### src/rtl/seq_multiplier_if.sv
// -----------------------------------------------------------------------------
// seq_multiplier_if
//   Request/response bundle between a requester (ALU sequencer) and the
//   iterative shift-add multiplier.
//
//   start       requester -> multiplier  operation request, honoured in IDLE
//   signed_mode requester -> multiplier  1 = two's-complement operands
//   a, b        requester -> multiplier  multiplicand / multiplier (SIZE bits)
//   busy        multiplier -> requester  high while iterating
//   done        multiplier -> requester  one-cycle pulse when c is updated
//   c           multiplier -> requester  2*SIZE-bit product register
// -----------------------------------------------------------------------------
interface seq_multiplier_if #(
  parameter int SIZE = 8
);
  logic              start;
  logic              signed_mode;
  logic [SIZE-1:0]   a;
  logic [SIZE-1:0]   b;
  logic              busy;
  logic              done;
  logic [2*SIZE-1:0] c;

  // Requester side.
  modport master (
    output start, signed_mode, a, b,
    input  busy, done, c
  );

  // Multiplier side.
  modport slave (
    input  start, signed_mode, a, b,
    output busy, done, c
  );
endinterface : seq_multiplier_if

### src/rtl/seq_multiplier.sv
// -----------------------------------------------------------------------------
// seq_multiplier
//   Iterative shift-add multiplier. Multiplies two SIZE-bit operands (unsigned
//   or two's-complement) into a 2*SIZE-bit product over SIZE iteration cycles.
//   Signed operands are reduced to magnitudes on acceptance; the product sign
//   is reapplied when the result is written to c.
//
//   Ports:
//     clk    rising-edge clock
//     rst_n  asynchronous active-low reset; abandons any operation in flight
//     bus    seq_multiplier_if.slave (start, signed_mode, a, b, busy, done, c)
//
//   Timing: start sampled at edge k -> busy during cycles k+1..k+SIZE,
//   done=1 and c valid in the cycle after edge k+SIZE, then back to IDLE.
// -----------------------------------------------------------------------------
module seq_multiplier #(
  parameter int SIZE = 8
) (
  input  logic                 clk,
  input  logic                 rst_n,
  seq_multiplier_if.slave      bus
);

  localparam int PW    = 2 * SIZE;
  localparam int CNT_W = $clog2(SIZE + 1);

  typedef enum logic [1:0] {
    IDLE = 2'd0,
    CALC = 2'd1,
    DONE = 2'd2
  } state_t;

  state_t state_q, state_d;

  // Operand/iteration registers.
  logic [PW-1:0]    mcand_q;   // multiplicand, shifted left each iteration
  logic [SIZE-1:0]  mplier_q;  // multiplier, shifted right each iteration
  logic [PW-1:0]    acc_q;     // partial product
  logic [CNT_W-1:0] cnt_q;     // iterations remaining
  logic             neg_q;     // product must be negated on completion
  logic [PW-1:0]    c_q;       // visible product register

  // Combinational helpers.
  logic [SIZE-1:0]  mag_a;
  logic [SIZE-1:0]  mag_b;
  logic             neg_in;
  logic [PW-1:0]    acc_sum;
  logic [PW-1:0]    result;
  logic             last_iter;
  logic             busy_o;
  logic             done_o;

  // ---------------------------------------------------------------------------
  // Operand conditioning. A SIZE-bit unsigned magnitude holds 2^(SIZE-1), so
  // negating the most negative value needs no extra bit.
  // ---------------------------------------------------------------------------
  always_comb begin
    mag_a  = bus.a;
    mag_b  = bus.b;
    neg_in = 1'b0;
    if (bus.signed_mode) begin
      if (bus.a[SIZE-1]) mag_a = -bus.a;
      if (bus.b[SIZE-1]) mag_b = -bus.b;
      neg_in = bus.a[SIZE-1] ^ bus.b[SIZE-1];
    end
  end

  // ---------------------------------------------------------------------------
  // Iteration datapath: conditional add of the shifted multiplicand. Negating a
  // zero product yields zero, so a zero operand never produces a nonzero sign.
  // ---------------------------------------------------------------------------
  always_comb begin
    acc_sum   = mplier_q[0] ? (acc_q + mcand_q) : acc_q;
    result    = neg_q ? (~acc_sum + PW'(1)) : acc_sum;
    last_iter = (cnt_q == CNT_W'(1));
  end

  // ---------------------------------------------------------------------------
  // FSM state register.
  // ---------------------------------------------------------------------------
  // NOTE: clocked state uses non-blocking (<=) so every register samples the
  // pre-edge values; blocking here would create order-dependent simulation.
  always_ff @(posedge clk or negedge rst_n) begin
    if (!rst_n) state_q <= IDLE;
    else        state_q <= state_d;
  end

  // ---------------------------------------------------------------------------
  // FSM next-state and decoded outputs.
  // ---------------------------------------------------------------------------
  // NOTE: every output of this block is given a default first, so no path can
  // leave one unassigned and infer a latch.
  always_comb begin
    state_d = state_q;
    busy_o  = 1'b0;
    done_o  = 1'b0;
    unique case (state_q)
      IDLE: begin
        if (bus.start) state_d = CALC;
      end
      CALC: begin
        busy_o = 1'b1;
        if (last_iter) state_d = DONE;
      end
      DONE: begin
        done_o  = 1'b1;
        state_d = IDLE;
      end
      default: state_d = IDLE;
    endcase
  end

  // ---------------------------------------------------------------------------
  // Datapath registers. c is written only on the DONE-entry edge, so it holds
  // the last product through IDLE and the next operation.
  // ---------------------------------------------------------------------------
  always_ff @(posedge clk or negedge rst_n) begin
    if (!rst_n) begin
      mcand_q  <= '0;
      mplier_q <= '0;
      acc_q    <= '0;
      cnt_q    <= '0;
      neg_q    <= 1'b0;
      c_q      <= '0;
    end else begin
      unique case (state_q)
        IDLE: begin
          if (bus.start) begin
            mcand_q  <= {{SIZE{1'b0}}, mag_a};
            mplier_q <= mag_b;
            acc_q    <= '0;
            cnt_q    <= CNT_W'(SIZE);
            neg_q    <= neg_in;
          end
        end
        CALC: begin
          acc_q    <= acc_sum;
          mcand_q  <= mcand_q << 1;
          mplier_q <= mplier_q >> 1;
          cnt_q    <= cnt_q - CNT_W'(1);
          if (last_iter) c_q <= result;
        end
        default: ;
      endcase
    end
  end

  assign bus.busy = busy_o;
  assign bus.done = done_o;
  assign bus.c    = c_q;

endmodule : seq_multiplier

### src/flat_wrapper.sv
// flat-port wrapper written by rule: the top's interface ports become plain ports
module seq_multiplier_flat 
#(
  parameter int SIZE = 8
)
  (clk, rst_n, bus_start, bus_signed_mode, bus_a, bus_b, bus_busy, bus_done, bus_c);
  seq_multiplier_if #(.SIZE(SIZE)) bus_i ();
  input  logic clk;
  input  logic rst_n;
  input wire logic [$bits(bus_i.start)-1:0] bus_start;
  input wire logic [$bits(bus_i.signed_mode)-1:0] bus_signed_mode;
  input wire logic [$bits(bus_i.a)-1:0] bus_a;
  input wire logic [$bits(bus_i.b)-1:0] bus_b;
  output wire logic [$bits(bus_i.busy)-1:0] bus_busy;
  output wire logic [$bits(bus_i.done)-1:0] bus_done;
  output wire logic [$bits(bus_i.c)-1:0] bus_c;
  assign bus_i.start = bus_start;
  assign bus_i.signed_mode = bus_signed_mode;
  assign bus_i.a = bus_a;
  assign bus_i.b = bus_b;
  assign bus_busy = bus_i.busy;
  assign bus_done = bus_i.done;
  assign bus_c = bus_i.c;
  seq_multiplier #(.SIZE(SIZE)) u_core (.clk(clk), .rst_n(rst_n), .bus(bus_i));
endmodule
### config.mk
export PLATFORM = sky130hd
export DESIGN_NAME = seq_multiplier_flat
export DESIGN_NICKNAME = d
export VERILOG_FILES = /design/src/rtl/seq_multiplier_if.sv /design/src/rtl/seq_multiplier.sv /design/src/flat_wrapper.sv
export SDC_FILE = /design/constraint.sdc
export NUM_CORES = 1
export LEC_CHECK = 0
export ABC_AREA = 1
export CELL_PAD_IN_SITES_DETAIL_PLACEMENT = 0
export CELL_PAD_IN_SITES_GLOBAL_PLACEMENT = 2
export CORE_MARGIN = 2
export CORE_UTILIZATION = 34
export CTS_BUF_LIST = sky130_fd_sc_hd__clkbuf_2 sky130_fd_sc_hd__clkbuf_4 sky130_fd_sc_hd__clkbuf_8
export CTS_CLUSTER_DIAMETER = 60
export DETAILED_ROUTE_END_ITERATION = 8
export GPL_TIMING_DRIVEN = 1
export PLACE_DENSITY_LB_ADDON = 0.1
export SLEW_MARGIN = 20
export SYNTH_ARGS = -nofsm -noshare
export SYNTH_HDL_FRONTEND = slang
export SYNTH_SLANG_ARGS = --single-unit
### constraint.sdc
create_clock -name clk -period 2.8 [get_ports clk]
set_input_delay 0.56 -clock clk [delete_from_list [all_inputs] [get_ports clk]]
set_output_delay 0.56 -clock clk [all_outputs]
set_load 0.02 [all_outputs]
==> results.cfg <==
[outcome]
status = completed

[timing]
finalSetupViolCount = 0
setup_slack_ns = 0.253
fmax_ghz = 0.393
period_share_pct = 91.0
period_minus_slack_ns = 2.55
hold_violations = 0
worst_slew_pin_slew_ns = 0.844
fin_setup_tns_ns = 0
final.setup_skew_ns = 0.00673
slew_viol_final = 0
rsz0062_at_grt = false
max_slew_margin_pct = 43.7

[global_routing]
grt_pass1_vias = 4013
overflow = 0
grt_max_degree = 64
grt_use_met1_pct = 30.8
grt_pass1_wl_um = 20700
antenna_found_initial = 0
use_met3_pct = 4.65
grt_busiest_layer = met1
grtUsageTotal_pct = 20.4
met2_usage_pct = 29.4

[finish]
final_cell_mix = nand2_1, inv_1, dfrtp_1
area_growth_syn_to_layout_pct = 19.6
postLayoutCoreUtil_pct = 41.9
nNetsFinal = 681
antennaDiodeCount = 0
final_common_cell = nand2_1
design_area_um2 = 5050
drive_above_1_share_pct = 7.75

[detailed_routing]
vias_per_cell = 4.80
drt-total-wl_um = 12300
detail_route.iter0.violations = 279
ant_nets = 0
drt_first_pass_iters = 5
vias = 3903
drc = 0
wire_per_inst_um = 15.1

[floorplan]
die_h_um = 115
die_w_um = 115
dieArea_um2 = 13300
initial_core_util_pct = 35.0
ios = 38
placementRows = 40
core_area_um2 = 12100

[placed_design]
io_buffer_count = 37
pre_cts_ws_ns = 0.142
routabilityCongestion = 0.850
dp_hpwl_um = 9140
place_area_um2 = 4820

[setup_path]
reg2regPathDepth = 15
cp_cell_sequence = ha_1, fa_2, nand2_1, o21ai_1, inv_1, ha_1, nand3_2, nor2_2, nand3_1, nor2_4, nand2_1, nand2_1, nand2_1, nand3_1, nand2_1
r2r_start = u_core.mcand_q[0]$_DFFE_PN0P_
cpMaxStageDelayCell = fa_2
regToRegEndpoint = u_core.bus.c[14]$_DFFE_PN0P_
startpoint = u_core.mcand_q[0]$_DFFE_PN0P_
crit_end = u_core.bus.c[14]$_DFFE_PN0P_
cp.arrival_ns = 2.79
worst_ep_required_time_ns = 3.04
worst_setup_path_end_kind = flip-flop
path_common_cell = nand2_1
crit_path_start_kind = flip-flop
reg2reg_slack_ns = 0.25
slowest_delay_ns = 0.48
crit_type = reg -> reg
crit_fanout = 4

[clock_tree]
cts-hold-fix-buffers = 0
htree_num_levels = 3
tritoncts = built
cts_buffers = 9
cts-root-buf = clkbuf_8
cts_sinks = 63
clk_pin_slew_worst_paths_ns = 0.07
worstSkewPairLatency_ns = 0.36
clk_path_buf_depth = 2

[yosys]
netlist_area_um2 = 4220
synth_cells = 594
ys_types = 33
synth-seq-cells = 63
ys_warn_count = 0
avgSynthCellArea_um2 = 7.10
syn-num-nets = 635
ys_seq_area_share_pct = 37.4

[job]
maxCapViolCount = 0

[pwr]
p_per_area_nw_per_um2 = 1310
peakVddDrop_uv = 572
p_leak_nw = 2.52

[hold_path]
hold_class = in -> async
==> per-layer routing <==
layer / part of all wire (%) / vias up
met2: 42 / 63
met5: 0 / -
met4: 1.1 / 0
met3: 3.8 / 12
li1: - / 2023
met1: 53 / 1805
==> cells by family (layout without fill, tap and decap cells) <==
group	after synthesis	in the layout	share of synthesized area (%)
AND/OR/NAND/NOR	293	293	29.5
buffers and inverters	104	155	9.58
AO/OA/AOI/OAI	96	96	13.6
flip-flops	63	63	37.4
adder cells (fa/ha/maj)	21	21	6.40
XOR/XNOR	17	17	3.53
==> critical path, delay by kind of cell, from the launching register on <==
kind / cells / cell delay, ns
AO/OA/AOI/OAI: 1 / 0.11
adder cells (fa/ha/maj): 3 / 0.91
buffers and inverters: 1 / 0.11
flip-flops: 1 / 0.36
AND/OR/NAND/NOR: 10 / 0.93
==> state kept, by name, indices dropped and copies added (netlist names) <==
| register | flops |
|---|---|
| u_core.acc_q | 16 |
| u_core.bus.c | 16 |
| u_core.cnt_q | 4 |
| u_core.mcand_q | 16 |
| u_core.mplier_q | 8 |
| u_core.neg_q | 1 |
| u_core.state_q | 2 |
==> repair_timing <==
| action | in CTS | in global routing |
|---|---|---|
| hold endpoints to repair | 0 | 0 |
| setup buffers | 0 | 0 |
| gates resized for setup | 0 | 4 |
| endpoints found under the setup margin | 0 | 7 |
==> area by class of cell <==
class / instances / area, µm²
Timing Repair Buffer: 49 / 455
Clock buffer: 14 / 180
Clock inverter: 2 / 37.5
Sequential cell: 63 / 1580
Inverter: 90 / 338
Multi-Input combinational cell: 427 / 2250
Tap cell: 168 / 210
Fill cell: 1283 / 7010
==> through the flow <==
step	instances	hold WS [ns]	power (mW)
2_1_floorplan	594	0.264	4.44
3_3_place_gp	797	0.464	5.72
3_5_place_dp	797	0.471	5.73
4_1_cts	813	0.405	6.67
5_1_grt	813	0.437	7.37
6_report	813	0.380	6.64
==> Yosys cell counts, drive strengths merged <==
master    n  area share, %
nand2   188             17
a21oi    16            1.9
clkinv    2           0.18
a21o      1           0.18
nor3      6           0.83
o221ai    2           0.42
a31oi     2           0.30
nand3    49            6.2
nand4     4           0.59
ha       20            5.9
dfrtp    63             37
o21ai    34            4.0
a22oi    12            2.1
o31ai     4           0.71
and2      2           0.30
xnor2     9            1.9
nor2     43            4.3
xor2      8            1.7
buf       6           0.86
a32o      3           0.71
clkbuf    8           0.71
o22ai    22            3.3
fa        1           0.47
inv      88            7.8
nand3b    1           0.18
==> how the worst min path moves through the flow <==
stage                                 startpoint                            to  slack [ns]
detailed placement   u_core.bus.c[6]$_DFFE_PN0P_   u_core.bus.c[6]$_DFFE_PN0P_        0.47
global placement    u_core.bus.c[15]$_DFFE_PN0P_  u_core.bus.c[15]$_DFFE_PN0P_        0.46
floorplan                                  rst_n   u_core.acc_q[0]$_DFFE_PN0P_        0.26
CTS                                        rst_n   u_core.cnt_q[2]$_DFFE_PN0P_        0.40
global route                               rst_n   u_core.bus.c[2]$_DFFE_PN0P_        0.44
finish                                     rst_n   u_core.cnt_q[2]$_DFFE_PN0P_        0.38
==> power by group <==
group	leakage (nW)	internal (mW)	total, mW	switching (mW)
Combinational	1.62	1.47	4.09	2.62
Sequential	0.789	1.32	1.67	0.341
Clock	0.110	0.505	0.883	0.378
(Power assumes the default switching activity.)
